### src/rtl/uart_rx_cfg_pkg.sv
// uart_rx_cfg_pkg: parity and FSM state encodings shared by the configurable UART blocks
package uart_rx_cfg_pkg;
   typedef enum logic [2:0] {IDLE, START, DATA, PARITY, STOP, BRKWAIT} state_e;
   localparam logic [1:0] PAR_NONE = 2'b00;
   localparam logic [1:0] PAR_EVEN = 2'b01;
   localparam logic [1:0] PAR_ODD  = 2'b10;
   localparam int MIN_DBITS = 5;
   function automatic logic [3:0] clamp_bits(input logic [3:0] b, input int max_bits);
      return (int'(b) < MIN_DBITS) ? 4'(MIN_DBITS) : (int'(b) > max_bits) ? 4'(max_bits) : b;
   endfunction
endpackage

### src/rtl/uart_baud_gen.sv
// uart_baud_gen: free-running oversampling tick, one tick every TIMER_FINAL_VALUE+1 clocks
module uart_baud_gen #(
   parameter int TIMER_BITS = 11
)(
   input  logic                  clk,
   input  logic                  reset,
   input  logic [TIMER_BITS-1:0] TIMER_FINAL_VALUE,
   output logic                  tick
);
   logic [TIMER_BITS-1:0] cnt_q, cnt_d;
   always_ff @(posedge clk or posedge reset)
      if (reset) cnt_q <= '0;
      else       cnt_q <= cnt_d;
   // >= keeps the counter bounded if the terminal value is lowered at runtime
   always_comb begin
      tick  = cnt_q == TIMER_FINAL_VALUE;
      cnt_d = (cnt_q >= TIMER_FINAL_VALUE) ? '0 : cnt_q + 1'b1;
   end
endmodule

### src/rtl/uart_rx_cfg.sv
// uart_rx_cfg: runtime-configurable UART receiver (5..DBITS data, N/E/O parity, 1/2 stop)
// with parity/framing/break/overrun detection and a one-entry valid/ready holding register.
module uart_rx_cfg
   import uart_rx_cfg_pkg::*;
#(
   parameter int DBITS      = 8,
   parameter int SB_TICK    = 16,
   parameter int TIMER_BITS = 11
)(
   input  logic                  clk,
   input  logic                  reset,
   input  logic [TIMER_BITS-1:0] TIMER_FINAL_VALUE,
   input  logic                  rx,
   input  logic [3:0]            cfg_data_bits,
   input  logic [1:0]            cfg_parity,
   input  logic                  cfg_stop2,
   output logic [DBITS-1:0]      rx_data,
   output logic                  rx_valid,
   input  logic                  rx_ready,
   output logic                  rx_perr,
   output logic                  rx_ferr,
   output logic                  rx_break,
   output logic                  rx_overrun,
   output logic                  rx_busy
);
   localparam int SW = $clog2(SB_TICK);
   state_e state_q, state_d;
   logic [1:0] sync_q, sync_d;
   logic [SW-1:0] s_q, s_d;
   logic [3:0] n_q, n_d, nb_q, nb_d;
   logic [1:0] par_q, par_d;
   logic [DBITS-1:0] sh_q, sh_d, hdata_q, hdata_d;
   logic stop2_q, stop2_d, sn_q, sn_d, ones_q, ones_d, perr_q, perr_d, ferr_q, ferr_d;
   logic brk_q, brk_d, done_q, done_d, valid_q, valid_d, ovr_q, ovr_d;
   logic hperr_q, hperr_d, hferr_q, hferr_d, hbrk_q, hbrk_d;
   logic tick, rxs, mid, smp, load;
   uart_baud_gen #(.TIMER_BITS(TIMER_BITS)) u_baud (
      .clk(clk), .reset(reset), .TIMER_FINAL_VALUE(TIMER_FINAL_VALUE), .tick(tick)
   );
   always_ff @(posedge clk or posedge reset)
      if (reset) begin
         state_q <= IDLE;
         sync_q  <= 2'b11;
         s_q     <= '0;
         n_q     <= '0;
         nb_q    <= '0;
         par_q   <= PAR_NONE;
         stop2_q <= 1'b0;
         sn_q    <= 1'b0;
         sh_q    <= '0;
         ones_q  <= 1'b0;
         perr_q  <= 1'b0;
         ferr_q  <= 1'b0;
         brk_q   <= 1'b0;
         done_q  <= 1'b0;
         valid_q <= 1'b0;
         ovr_q   <= 1'b0;
         hdata_q <= '0;
         hperr_q <= 1'b0;
         hferr_q <= 1'b0;
         hbrk_q  <= 1'b0;
      end else begin
         state_q <= state_d;
         sync_q  <= sync_d;
         s_q     <= s_d;
         n_q     <= n_d;
         nb_q    <= nb_d;
         par_q   <= par_d;
         stop2_q <= stop2_d;
         sn_q    <= sn_d;
         sh_q    <= sh_d;
         ones_q  <= ones_d;
         perr_q  <= perr_d;
         ferr_q  <= ferr_d;
         brk_q   <= brk_d;
         done_q  <= done_d;
         valid_q <= valid_d;
         ovr_q   <= ovr_d;
         hdata_q <= hdata_d;
         hperr_q <= hperr_d;
         hferr_q <= hferr_d;
         hbrk_q  <= hbrk_d;
      end
   always_comb begin
      sync_d  = {sync_q[0], rx};
      rxs     = sync_q[1];
      mid     = tick && (s_q == SW'(SB_TICK/2-1));
      smp     = tick && (s_q == SW'(SB_TICK-1));
      state_d = state_q;
      s_d     = tick ? s_q + 1'b1 : s_q;
      n_d     = n_q;
      nb_d    = nb_q;
      par_d   = par_q;
      stop2_d = stop2_q;
      sn_d    = sn_q;
      sh_d    = sh_q;
      ones_d  = ones_q;
      perr_d  = perr_q;
      ferr_d  = ferr_q;
      brk_d   = brk_q;
      done_d  = 1'b0;
      case (state_q)
         IDLE: if (!rxs) begin
            state_d = START;
            s_d     = '0;
            nb_d    = clamp_bits(cfg_data_bits, DBITS);
            par_d   = (cfg_parity == PAR_EVEN || cfg_parity == PAR_ODD) ? cfg_parity : PAR_NONE;
            stop2_d = cfg_stop2;
         end
         START: if (mid) begin
            state_d = rxs ? IDLE : DATA;
            s_d     = '0;
            n_d     = '0;
            sn_d    = 1'b0;
            sh_d    = '0;
            ones_d  = 1'b0;
            perr_d  = 1'b0;
            ferr_d  = 1'b0;
            brk_d   = 1'b0;
         end
         DATA: if (smp) begin
            s_d    = '0;
            n_d    = n_q + 1'b1;
            ones_d = ones_q | rxs;
            for (int i = 0; i < DBITS; i++) sh_d[i] = (n_q == 4'(i)) ? rxs : sh_q[i];
            if (n_q == nb_q - 4'd1) state_d = (par_q != PAR_NONE) ? PARITY : STOP;
         end
         PARITY: if (smp) begin
            state_d = STOP;
            s_d     = '0;
            ones_d  = ones_q | rxs;
            perr_d  = ((^sh_q) ^ rxs) != (par_q == PAR_ODD);
         end
         STOP: if (smp) begin
            s_d    = '0;
            ones_d = ones_q | rxs;
            ferr_d = ferr_q | !rxs;
            if (stop2_q && !sn_q) sn_d = 1'b1;
            else begin
               // break = every bit of the frame low; park until the line returns high
               done_d  = 1'b1;
               brk_d   = !(ones_q | rxs);
               state_d = (ones_q | rxs) ? IDLE : BRKWAIT;
            end
         end
         BRKWAIT: if (rxs) state_d = IDLE;
         default: state_d = IDLE;
      endcase
      load    = done_q && (!valid_q || rx_ready);
      valid_d = load || (valid_q && !rx_ready);
      ovr_d   = done_q && !load;
      hdata_d = load ? sh_q : hdata_q;
      hperr_d = load ? perr_q : hperr_q;
      hferr_d = load ? ferr_q : hferr_q;
      hbrk_d  = load ? brk_q : hbrk_q;
   end
   always_comb begin
      rx_busy    = state_q != IDLE;
      rx_data    = hdata_q;
      rx_valid   = valid_q;
      rx_perr    = hperr_q;
      rx_ferr    = hferr_q;
      rx_break   = hbrk_q;
      rx_overrun = ovr_q;
   end
endmodule

### config.mk
export PLATFORM = sky130hd
export DESIGN_NAME = uart_rx_cfg
export DESIGN_NICKNAME = d
export VERILOG_FILES = /design/src/rtl/uart_rx_cfg_pkg.sv /design/src/rtl/uart_baud_gen.sv /design/src/rtl/uart_rx_cfg.sv
export SDC_FILE = /design/constraint.sdc
export NUM_CORES = 1
export LEC_CHECK = 0
export ABC_CLOCK_PERIOD_IN_PS = 5700
export CAP_MARGIN = 25
export CORE_MARGIN = 4
export CORE_UTILIZATION = 61
export DETAILED_ROUTE_END_ITERATION = 10
export PLACE_DENSITY = 0.85
export SETUP_SLACK_MARGIN = 0.1
export SLEW_MARGIN = 20
export SYNTH_ARGS = -nofsm -noshare
export SYNTH_HDL_FRONTEND = slang
export SYNTH_SLANG_ARGS = --single-unit
### constraint.sdc
create_clock -name clk -period 5.7 [get_ports clk]
set_clock_uncertainty 0.05 [all_clocks]
set_input_delay 1.71 -clock clk [delete_from_list [all_inputs] [get_ports clk]]
set_output_delay 1.71 -clock clk [all_outputs]
set_load 0.03 [all_outputs]
Yosys cells after proc, flatten, opt, wreduce, memory -nomap -nowiden
Cells that the tools add are included.
{ "totals": {"register_bits": 58, "in_bits": 22, "output_inout_bits": 14, "elab_cells": 169} }
{ "classes": {"n_addsub": 4, "order_cmp": 3, "n_eq_ne": 38, "muxes": 51, "bitwise_logic": 4, "n_reduce_logical": 41} }
{ "op_table": {"columns": ["cell", "n"], "rows": [
  ["4-bit AND reduction", 10],
  ["2-bit inequality test, second input constant", 17],
  ["4-bit 2-to-1 mux", 8],
  ["3-bit 2-to-1 mux", 10],
  ["4-bit by 3-bit == test with 1-bit output, second input constant", 5],
  ["1-bit 2-to-1 mux", 19],
  ["3-bit one-hot mux with 6 select lines", 1],
  ["8-bit 2-to-1 mux", 2],
  ["8-bit one-hot mux with 2 select lines", 1],
  ["4-bit one-hot mux with 3 select lines", 1],
  ["3-bit AND reduction", 4],
  ["11-bit by 1-bit adder with 11-bit output, second input constant", 1],
  ["11-bit == test", 1],
  ["11-bit >= comparator", 1],
  ["11-bit 2-to-1 mux", 1],
  ["1-bit one-hot mux with 2 select lines", 5],
  ["2-bit nonzero test", 5],
  ["4-bit by 1-bit adder with 4-bit output, second input constant", 2],
  ["4-bit by 2-bit == test with 1-bit output, second input constant", 2],
  ["4-bit one-hot mux with 2 select lines", 1],
  ["8-bit AND reduction", 1],
  ["8-bit XOR reduction", 1],
  ["3-bit by 2-bit == test with 1-bit output, second input constant", 2],
  ["3-bit == test, second input constant", 2],
  ["23 further kinds", 38]
]} }

Longest topological paths before layout
Gate-level depths: netlist of the first run.
{ "depth": {"ltp_word": 5, "mapped_depth": 8, "depth_no_buf": 7} }

Hierarchy
A second synthesis of the first run with hierarchy kept.
{ "hier_totals": {"cells_unflattened": 329, "hier_area_um2": 3445.8} }
{ "by_module_without_submodules": {"columns": ["mod", "n_inst", "cells_per_inst", "area_per_inst_um2", "seq_area_each_um2"], "rows": [
  ["uart_rx_cfg", 1, 240, 2557.5, 1178.6],
  ["uart_baud_gen", 1, 89, 888.4, 275.3]
]} }

Least setup slack after synthesis of the first run
No wires, ideal clock.
{ "synth_path": {"path_type": "input to register", "start": "input TIMER_FINAL_VALUE[9]", "end": "register brk_q", "setup_ps": 128, "t_arrival_ps": 3273, "t_required_ps": 5522, "slack_ps": 2249, "cell_stages": 7, "n_path_buf": 0, "cell_sequence": "inv_1 ha_1 nand4_4 nor4_4 a21boi_1 nor3_1 mux2_1"} }
{ "synth_via": {"elab_chain_len": 4, "elab_cells_between_ends": 6, "classes_between": "eq/ne: 3; reduce/logical: 3"} }
{ "synth_lines": {"columns": ["element", "line_no", "source"], "rows": [
  ["start, declared", "uart_rx_cfg.sv:12", "input logic [TIMER_BITS-1:0] TIMER_FINAL_VALUE,"],
  ["11-bit == test *", "uart_baud_gen.sv:16", "tick = cnt_q == TIMER_FINAL_VALUE;"],
  ["1-bit logical AND, on equally long branches", "uart_rx_cfg.sv:88, uart_rx_cfg.sv:87", null],
  ["2-bit inequality test (no source line)", null, null],
  ["4-bit AND reduction (no source line) *", null, null],
  ["end signal, assigned", "uart_rx_cfg.sv:75", "brk_q <= brk_d;"],
  ["end, declared", "uart_rx_cfg.sv:34", "logic brk_q, brk_d, done_q, done_d, valid_q, valid_d, ovr_q, ovr_d;"]
]} }
Every way passes the cells marked *; elsewhere a longest branch is shown, timed or not.
A chain may end at the register's enable or synchronous reset.

Final worst setup path of the first run
Ends and elaborated chain as after synthesis.

==> results of run 1 <==
==> per-layer routing <==
layer	up-vias	global-route usage (%)
met5	-	0
met4	0	11.7
met3	9	4.21
met2	57	38.5
met1	1157	26.9
li1	1221	-
==> metrics by stage <==
step / instances / setup WS (ns)
floorplan: 332 / 2.25
global placement: 428 / 1.65
detailed placement: 428 / 1.61
CTS: 444 / 1.96
global route: 444 / 1.68
finish: 444 / 1.94
==> synth_stat cells (2+ instances only) <==
cell | count | share of area [%]
nand3_1 | 12 | 1.8
dfrtp_1 | 56 | 43
inv_1 | 22 | 2.5
xnor2_1 | 18 | 4.9
nor2b_1 | 7 | 1.3
nand2b_1 | 4 | 0.77
nor3_1 | 15 | 2.3
xor2_1 | 11 | 3.0
nor3b_1 | 4 | 0.92
a22oi_1 | 2 | 0.46
mux2_2 | 13 | 4.5
nand2_1 | 32 | 3.7
o31ai_1 | 2 | 0.46
nor4_4 | 2 | 1.3
o21ai_0 | 28 | 4.3
nor2_1 | 19 | 2.2
nand4_1 | 7 | 1.3
a21oi_1 | 22 | 3.4
buf_2 | 5 | 0.77
dfstp_2 | 2 | 1.6
and2_1 | 2 | 0.39
or2_2 | 2 | 0.39
ha_1 | 18 | 6.9
clkbuf_1 | 4 | 0.46
==> registers in the layout, indices dropped and copies added (netlist names), 2 cells and up <==
| name | cells |
|---|---|
| nb_q | 4 |
| par_q | 2 |
| rx_data | 8 |
| state_q | 3 |
| sync_q | 2 |
| sh_q | 8 |
| s_q | 4 |
| u_baud.cnt_q | 11 |
| n_q | 4 |
==> cell families (layout without fill, tap and decap cells) <==
group	Yosys count	in the layout
DFF	58	58
AOI/OAI and AO/OA	64	64
muxes	16	16
buffers and inverters	32	74
and+or+nand+nor	115	115
xor gates and xnor gates	29	29
adders and majority gates	18	18
==> worst paths after layout <==
| check | startpoint | end | slack [ns] | cells after the start |
|---|---|---|---|---|
| max | TIMER_FINAL_VALUE[9] | brk_q$_DFFE_PP0P_ | 1.94 | 8 |
| min | sync_q[0]$_DFF_PP1_ | sync_q[1]$_DFF_PP1_ | 0.31 | 0 |
| max reg2reg | u_baud.cnt_q[8]$_DFF_PP0_ | brk_q$_DFFE_PP0P_ | 3.36 | 6 |
| min reg2reg | sync_q[0]$_DFF_PP1_ | sync_q[1]$_DFF_PP1_ | 0.31 | 0 |
| max in group asynchronous | reset | sync_q[1]$_DFF_PP1_ | 3.07 | 3 |
| min in group asynchronous | reset | stop2_q$_DFFE_PP0P_ | 1.67 | 2 |
==> layout by cell type (no fill, tap or decap), types with 2 or more instances in the layout <==
cell             instances
clkbuf_8                 9
nand3_1                 12
dfrtp_1                 56
nor2_1                  19
o31ai_1                  2
nand4_1                  7
nand2_1                 32
nand2b_1                 4
nor4_4                   2
nor3_1                  15
a22oi_1                  2
inv_1                   21
ha_1                    18
o21ai_0                 28
and2_1                   2
or2_2                    2
clkinv_2                 4
xnor2_1                 18
nor3b_1                  4
dfstp_2                  2
xor2_1                  11
mux2_2                  13
a21oi_1                 22
clkdlybuf4s50_1         35
nor2b_1                  7
==> worst max-delay path, cell delays in order <==
cell and delay, ns:
clkdlybuf4s50_1 0.46, inv_1 0.04, ha_1 0.34, nand4_4 0.17, nor4_4 0.48, a21boi_1 0.16
nor3_1 0.21, mux2_1 0.34
==> report_power, final <==
| part | internal [mW] | leakage (nW) | switching, mW |
|---|---|---|---|
| clock | 0.199 | 0.0958 | 0.157 |
| combinational | 0.0798 | 0.931 | 0.0903 |
| sequential | 0.442 | 0.753 | 0.0402 |
| total | 0.721 | 1.78 | 0.287 |
==> layout make-up <==
type,count,share of cell area (%)
multi-input combinational,242,43.5
sequential,58,37.9
timing repair buffer,36,9.33
clock buffer,10,3.33
tap,70,2.28
inverter,22,2.15
clock inverter,6,1.50
==> flow_metrics.py, run 1 <==
metrics = {
    "synth": {
        "synth_cell_type_count": 47,
        "seq_area_frac_synth_pct": 44.8,
        "synthMuxAreaShare_pct": 5.63,
        "synth_compound_area_share_pct": 11.8,
        "synth_edf_count": 0,
        "synthArstFlopShare_pct": 100,
        "ys_warn_count": 0,
        "synthSimpleGateAreaFrac_pct": 19.2,
        "yosys.area_share.xor_xnor_pct": 7.82,
        "ys_ff_latch": 58,
        "synthAdderAreaFrac_pct": 6.94,
        "synth_top_family_by_area": "simple AND/OR/NAND/NOR gates",
        "synth_ff_type": "dfrtp_1",
        "syn_inst": 332,
        "syn_nets": 372,
        "syn_avg_cell_area_um2": 9.78,
        "syn_area_mm2": 0.00325,
    },
    "timing": {
        "finalHoldViolations": 0,
        "relSlewSlack_pct": 64.9,
        "fin_crit_ns": 3.76,
        "max_freq_mhz": 266,
        "worst_pin_slew_ns": 0.526,
        "slew_viol_final": 0,
        "holdWs_ns": 0.311,
        "setup_viol_count_final": 0,
        "setup_tns_ns": 0,
        "rsz0062_at_grt": "no",
        "post-route-period-util_pct": 66.0,
    },
    "routing": {
        "wl_met1_mm": 2.77,
        "wl_met3_um": 246,
        "via_count": 2444,
        "wirelength_mm": 6.38,
        "first_pass_iters": 4,
        "routed_via_density": 5.50,
        "drtAntennaViolNets": 0,
        "drt_first_iter_violations": 166,
        "dr.max_layer_used": "met4",
        "wl_met2_mm": 3.27,
        "wl_per_cell_um": 14.4,
        "drc": 0,
    },
    "clock_network": {
        "hold_buffers": 0,
        "cts_tree": "yes",
        "post_cts_buffers": 0,
        "cts.sinks": 58,
        "cts_buffers": 9,
        "cts-root-buf": "clkbuf_8",
        "clk_path_buf_depth": 2,
        "cts.htree.levels": 3,
        "ctsResizeCount": 0,
        "insertion_delay_ns": 0.33,
        "clk_pin_slew_ns": 0.06,
    },
    "finish": {
        "syn_to_final_growth_pct": 18.1,
        "fillers": 383,
        "multi_input_area_mm2": 0.00167,
        "fin_nets": 409,
        "seqCellArea_mm2": 0.00145,
        "final_area_mm2": 0.00383,
        "post-route-util_pct": 74.6,
        "diodes": 0,
        "drive_gt1_share_pct": 11.2,
    },
    "worst_setup_path": {
        "arrival_ns": 3.92,
        "worstSetupStartpointType": "input pin",
        "worst_ep_required_time_ns": 5.86,
        "cp-end-kind": "flip-flop",
        "worstPathMaxFanout": 8,
        "critical_path_class": "input pin to flip-flop",
    },
    "floorplan": {
        "initial_core_util_pct": 63.2,
        "ios": 36,
        "die_y_um": 81.0,
        "die_w_um": 81.0,
        "core_mm2": 0.00514,
        "die-area_mm2": 0.00655,
        "rows": 26,
    },
    "run": {
        "cap_violations": 0,
    },
    "global_routing": {
        "grt_max_degree": 37,
        "grt_pass1_wl_mm": 11.2,
        "grt_pass1_vias": 2448,
        "grt_antenna_before_repair": 0,
        "grtUsageTotal_pct": 22.5,
        "grt_remaining_overflow": 0,
    },
    "place": {
        "dpl_cell_area_mm2": 0.00365,
        "io_buffers": 35,
        "dp.final_hpwl_mm": 4.81,
        "place_congestion": 0.921,
    },
    "power": {
        "cellLeakagePower_nw": 1.78,
        "p_per_area_mw_per_mm2": 263,
        "total_power_mw": 1.01,
        "vdd_drop_max_mv": 0.196,
    },
    "worst_hold_path": {
        "hold_path_class": "flip-flop to flip-flop",
    },
    "status": {
        "status": "finished, final reports clean",
    },
}
Power figures use the tool's default switching activity.
==> inputs of run 2 (changes only) <==
- ABC_CLOCK_PERIOD_IN_PS: 5700 -> 3600
- CORE_UTILIZATION: 61 -> 56
- PLACE_DENSITY: 0.85 -> 0.79
- clock period: 5.7 -> 3.6 ns (I/O delays scaled with it)
==> run 2 against run 1 <==
Global-route usage decreased by 3.4 points. Count of clock-buffer cells in the layout unchanged. Register-to-register slack got worse by 2.1 ns. Routed wire length decreased by 1.3%. Die area increased by 8.0%. Worst hold slack got worse by 0.012 ns. Non-clock buffer count increased by 3. Sequential power increased by 58%. Total power increased by 56%. Utilization decreased by 5.5 points. Critical path depth unchanged. Largest power group unchanged.
==> flow_metrics.py, run 2 (synthesis results as in run 1) <==
metrics = {
    "power": {
        "p_int_mw": 1.10,
        "clkPwrFrac_pct": 34.0,
        "swShare_pct": 30.3,
        "cellLeakagePower_nw": 1.78,
        "total_power_mw": 1.58,
        "p_per_area_mw_per_mm2": 409,
        "vdd_drop_max_mv": 0.312,
        "netSwitchingPower_mw": 0.478,
        "share_comb_of_total_power_pct": 17.4,
        "seq_power_share_pct": 48.6,
    },
    "worst_setup_path": {
        "critical_path_class": "input pin to flip-flop",
        "reg2reg_slack_ns": 1.28,
        "slowest_stage": "nor4_4",
        "arrival_ns": 3.28,
        "path_cells": "clkdlybuf4s50_1, inv_1, ha_1, nand4_4, nor4_4, nand2_1, o21ai_0, o21ai_0",
        "path_depth": 8,
        "critPathTopFamily": "simple AND/OR/NAND/NOR gates",
        "r2r_end": "sh_q[0]$_DFFE_PP0P_",
        "worst_ep_required_time_ns": 3.74,
        "r2r_cells": 6,
        "worstPathMaxFanout": 12,
        "worstSetupStartpointType": "input pin",
        "cp_num_buf_inv": 2,
        "cp-end-kind": "flip-flop",
        "crit_start": "TIMER_FINAL_VALUE[9]",
        "slowest_delay_ns": 0.50,
        "cpMostUsedCell": "o21ai_0",
        "worstReg2RegStart": "u_baud.cnt_q[8]$_DFF_PP0_",
        "setup.worst_path.end": "sh_q[0]$_DFFE_PP0P_",
    },
    "finish": {
        "final_area_mm2": 0.00385,
        "final_common_cell": "dfrtp_1",
        "post-route-util_pct": 69.1,
        "drive_gt1_share_pct": 12.2,
        "final_cells": 449,
        "regMostFlops": "u_baud.cnt_q",
        "diodes": 0,
        "largest_reg_flops": 11,
        "layout_common_cells": "dfrtp_1, clkdlybuf4s50_1, nand2_1",
        "fin_nets": 412,
        "multi_input_area_mm2": 0.00167,
        "fillers": 435,
        "syn_to_final_growth_pct": 18.7,
        "seqCellArea_mm2": 0.00145,
    },
    "floorplan": {
        "die_w_um": 84.1,
        "die-area_mm2": 0.00708,
        "core_mm2": 0.00557,
        "rows": 27,
        "initial_core_util_pct": 58.2,
        "ios": 36,
        "die_y_um": 84.1,
    },
    "global_routing": {
        "grt_pass1_vias": 2395,
        "grt_antenna_before_repair": 0,
        "grt_max_degree": 45,
        "grtUsageTotal_pct": 19.1,
        "grt_pass1_wl_mm": 10.9,
        "grt_remaining_overflow": 0,
    },
    "timing": {
        "setup_viol_count_final": 0,
        "slew_viol_final": 0,
        "holdWs_ns": 0.299,
        "max_freq_mhz": 319,
        "finalHoldViolations": 0,
        "worst_pin_slew_ns": 0.882,
        "setup_tns_ns": 0,
        "setup_slack_ns": 0.467,
        "rsz0062_at_grt": "no",
        "fin_crit_ns": 3.13,
        "relSlewSlack_pct": 41.1,
        "post-route-period-util_pct": 87.0,
    },
    "place": {
        "dpl_cell_area_mm2": 0.00367,
        "io_buffers": 35,
        "place_congestion": 0.906,
        "dp.final_hpwl_mm": 4.78,
        "dp_slack_ns": 0.125,
        "dp_cells": 433,
    },
    "routing": {
        "drc": 0,
        "wirelength_mm": 6.29,
        "via_count": 2468,
        "routed_via_density": 5.50,
        "drt_first_iter_violations": 219,
        "wl_per_cell_um": 14.0,
        "first_pass_iters": 4,
        "drtAntennaViolNets": 0,
    },
    "status": {
        "status": "finished, final reports clean",
    },
    "run": {
        "cap_violations": 0,
    },
    "clock_network": {
        "cts-root-buf": "clkbuf_8",
        "cts.htree.levels": 3,
        "clk_path_buf_depth": 2,
        "insertion_delay_ns": 0.34,
        "clk_pin_slew_ns": 0.07,
        "post_cts_buffers": 0,
        "cts_buffers": 9,
        "ctsResizeCount": 0,
        "cts.sinks": 58,
        "hold_buffers": 0,
        "cts_tree": "yes",
    },
    "worst_hold_path": {
        "hold_path_class": "flip-flop to flip-flop",
    },
}
[run 2: changes by cell type in the layout (fill, tap and decap cells not counted), sizes merged]
| cell | before | now |
|---|---|---|
| inv | 22 | 23 |
| buf | 1 | 4 |
| clkinv | 4 | 2 |
| bufinv | 1 | 0 |
| clkinvlp | 1 | 3 |
[run 2: worst min path at each step]
stage	from	end	slack (ns)	cells after the start
finish	sync_q[0]$_DFF_PP1_	sync_q[1]$_DFF_PP1_	0.30	0
global placement	sync_q[0]$_DFF_PP1_	sync_q[1]$_DFF_PP1_	0.30	0
CTS	sync_q[0]$_DFF_PP1_	sync_q[1]$_DFF_PP1_	0.30	0
detailed placement	sync_q[0]$_DFF_PP1_	sync_q[1]$_DFF_PP1_	0.30	0
global route	sync_q[0]$_DFF_PP1_	sync_q[1]$_DFF_PP1_	0.31	0
floorplan	sync_q[0]$_DFF_PP1_	sync_q[1]$_DFF_PP1_	0.30	0
[run 2: layer usage]
metal / track usage (%) / vias to the layer above / part of all wire (%)
li1: - / 1233 / -
met1: 23.3 / 1169 / 44
met2: 32.0 / 54 / 49
met3: 4.42 / 12 / 4.2
met4: 9.06 / 0 / 2.4
met5: 0 / - / 0
[run 2: cell type report]
cell class                      instances  share of cell area [%]
Inverter                               22                    2.14
Clock inverter                          6                    1.07
Tap cell                               72                    2.34
Clock buffer                           10                    3.57
Multi-Input combinational cell        242                    43.3
Sequential cell                        58                    37.7
Timing Repair Buffer                   39                    9.87
[run 2: power groups by stage]
stage / Combinational, mW / Clock (mW) / Sequential (mW)
floorplan: 0.204 / 0 / 0.756
global placement: 0.268 / 0 / 0.774
detailed placement: 0.278 / 0 / 0.776
CTS: 0.279 / 0.557 / 0.764
global route: 0.316 / 0.587 / 0.770
finish: 0.274 / 0.537 / 0.765
==> inputs of run 3 (changes only) <==
- PLACE_DENSITY: 0.79 -> 0.76
==> run 3 against run 2 <==
Worst hold slack gained 0.0076 ns. Die area is the same. Fmax grew 1.1%. Highest routed layer unchanged. Register-to-register slack gained 0.03 ns. First-iteration DRC count shrank 42%. Largest cell class unchanged. Setup slack gained 0.033 ns. Largest power group unchanged.
==> flow_metrics.py, run 3 (synthesis results as in run 1) <==
metrics = {
    "finish": {
        "post-route-util_pct": 69.7,
        "fillers": 459,
        "drive_gt1_share_pct": 11.5,
        "largest_reg_flops": 11,
        "fin_nets": 411,
        "final_common_cell": "dfrtp_1",
        "syn_to_final_growth_pct": 19.6,
        "diodes": 0,
        "multi_input_area_mm2": 0.00167,
        "seqCellArea_mm2": 0.00145,
        "regMostFlops": "u_baud.cnt_q",
        "layout_common_cells": "dfrtp_1, clkdlybuf4s50_1, nand2_1",
    },
    "power": {
        "netSwitchingPower_mw": 0.452,
        "clkPwrFrac_pct": 37.2,
        "share_comb_of_total_power_pct": 16.6,
        "seq_power_share_pct": 46.2,
        "p_per_area_mw_per_mm2": 425,
        "swShare_pct": 27.4,
        "vdd_drop_max_mv": 0.239,
        "cellLeakagePower_nw": 1.80,
        "p_int_mw": 1.20,
    },
    "routing": {
        "via_count": 2440,
        "drtAntennaViolNets": 0,
        "drt_first_iter_violations": 128,
        "routed_via_density": 5.46,
        "wl_per_cell_um": 14.3,
        "drc": 0,
        "first_pass_iters": 4,
        "wirelength_mm": 6.38,
    },
    "floorplan": {
        "die_w_um": 84.1,
        "die-area_mm2": 0.00708,
        "ios": 36,
        "rows": 27,
        "core_mm2": 0.00557,
        "initial_core_util_pct": 58.2,
        "die_y_um": 84.1,
    },
    "worst_setup_path": {
        "critical_path_class": "input pin to flip-flop",
        "worst_ep_required_time_ns": 3.76,
        "path_cells": "clkdlybuf4s50_1, inv_1, ha_1, nand3_1, nor4_4, o32ai_1, nand3b_2, mux2_4",
        "cp-end-kind": "flip-flop",
        "slowest_delay_ns": 0.47,
        "arrival_ns": 3.26,
        "slowest_stage": "clkdlybuf4s50_1",
        "worstSetupStartpointType": "input pin",
        "worstPathMaxFanout": 5,
    },
    "status": {
        "status": "finished, final reports clean",
    },
    "global_routing": {
        "grtUsageTotal_pct": 20.0,
        "grt_pass1_wl_mm": 11.5,
        "grt_pass1_vias": 2440,
        "grt_remaining_overflow": 0,
        "grt_antenna_before_repair": 0,
        "grt_max_degree": 32,
    },
    "timing": {
        "post-route-period-util_pct": 86.1,
        "slew_viol_final": 0,
        "setup_tns_ns": 0,
        "holdWs_ns": 0.306,
        "max_freq_mhz": 323,
        "finalHoldViolations": 0,
        "relSlewSlack_pct": 59.9,
        "fin_crit_ns": 3.10,
        "rsz0062_at_grt": "no",
        "setup_viol_count_final": 0,
        "worst_pin_slew_ns": 0.601,
    },
    "clock_network": {
        "cts-root-buf": "clkbuf_8",
        "clk_pin_slew_ns": 0.06,
        "ctsResizeCount": 0,
        "cts_buffers": 9,
        "hold_buffers": 0,
        "cts.htree.levels": 3,
        "cts.sinks": 58,
        "cts_tree": "yes",
        "post_cts_buffers": 0,
        "insertion_delay_ns": 0.33,
        "clk_path_buf_depth": 2,
    },
    "worst_hold_path": {
        "hold_path_class": "flip-flop to flip-flop",
    },
    "run": {
        "cap_violations": 0,
    },
    "place": {
        "dp.final_hpwl_mm": 4.76,
        "io_buffers": 35,
        "place_congestion": 0.916,
    },
}
## run 3: cell types whose count changed in the layout (fill, tap and decap cells not counted)
cell / change
clkinvlp_4: -3
buf_4: -2
clkbuf_8: +2
buf_12: +1
bufinv_16: +1
clkbuf_1: +1
clkinv_2: -1
inv_6: -1
## run 3: layout make-up
| cell class | instances | share of cell area, % |
|---|---|---|
| multi-input combinational | 242 | 42.9 |
| sequential | 58 | 37.4 |
| timing repair buffer | 38 | 9.93 |
| clock buffer | 13 | 4.35 |
| tap | 72 | 2.32 |
| inverter | 22 | 2.13 |
| clock inverter | 2 | 0.902 |
## run 3: power groups by stage
stage / clock, mW / sequential, mW / combinational [mW]
after detailed placement: 0 / 0.775 / 0.270
final: 0.614 / 0.763 / 0.274
after CTS: 0.622 / 0.761 / 0.273
after global placement: 0 / 0.773 / 0.259
after global routing: 0.661 / 0.771 / 0.310
after floorplan: 0 / 0.756 / 0.204
## run 3: worst paths after layout
check | startpoint | endpoint | slack [ns] | cells after the start
setup / recovery | TIMER_FINAL_VALUE[4] | state_q[1]$_DFFE_PP0P_ | 0.50 | 8
hold / removal | sync_q[0]$_DFF_PP1_ | sync_q[1]$_DFF_PP1_ | 0.31 | 0
setup reg to reg | u_baud.cnt_q[5]$_DFF_PP0_ | state_q[1]$_DFFE_PP0P_ | 1.31 | 6
hold reg to reg | sync_q[0]$_DFF_PP1_ | sync_q[1]$_DFF_PP1_ | 0.31 | 0
min in group asynchronous | reset | sh_q[5]$_DFFE_PP0P_ | 1.10 | 2
max in group asynchronous | reset | rx_perr$_DFFE_PP0P_ | 1.82 | 3
## run 3: routing by layer
layer | share of wire [%] | vias to the layer above | track usage [%]
met2 | 45 | 54 | 31.4
met4 | 1.6 | 0 | 7.02
li1 | - | 1232 | -
met3 | 4.4 | 10 | 3.73
met1 | 49 | 1144 | 27.8
met5 | 0 | - | 0
## run 3: critical path: cells and delay by family
| family | cells | cell delay, ns |
|---|---|---|
| simple gates | 3 | 0.87 |
| compound gates | 1 | 0.17 |
| fa+ha+maj | 1 | 0.31 |
| mux | 1 | 0.31 |
| buf+inv | 2 | 0.51 |
## run 3: stage by stage
step                instance area (um^2)  setup slack (ns)  instances  total power [mW]
floorplan                           3250             0.779        332             0.961
global placement                    3680             0.242        432              1.03
detailed placement                  3680             0.195        432              1.04
CTS                                 3880             0.529        447              1.66
global route                        3880             0.309        447              1.74
finish                              3880             0.500        447              1.65
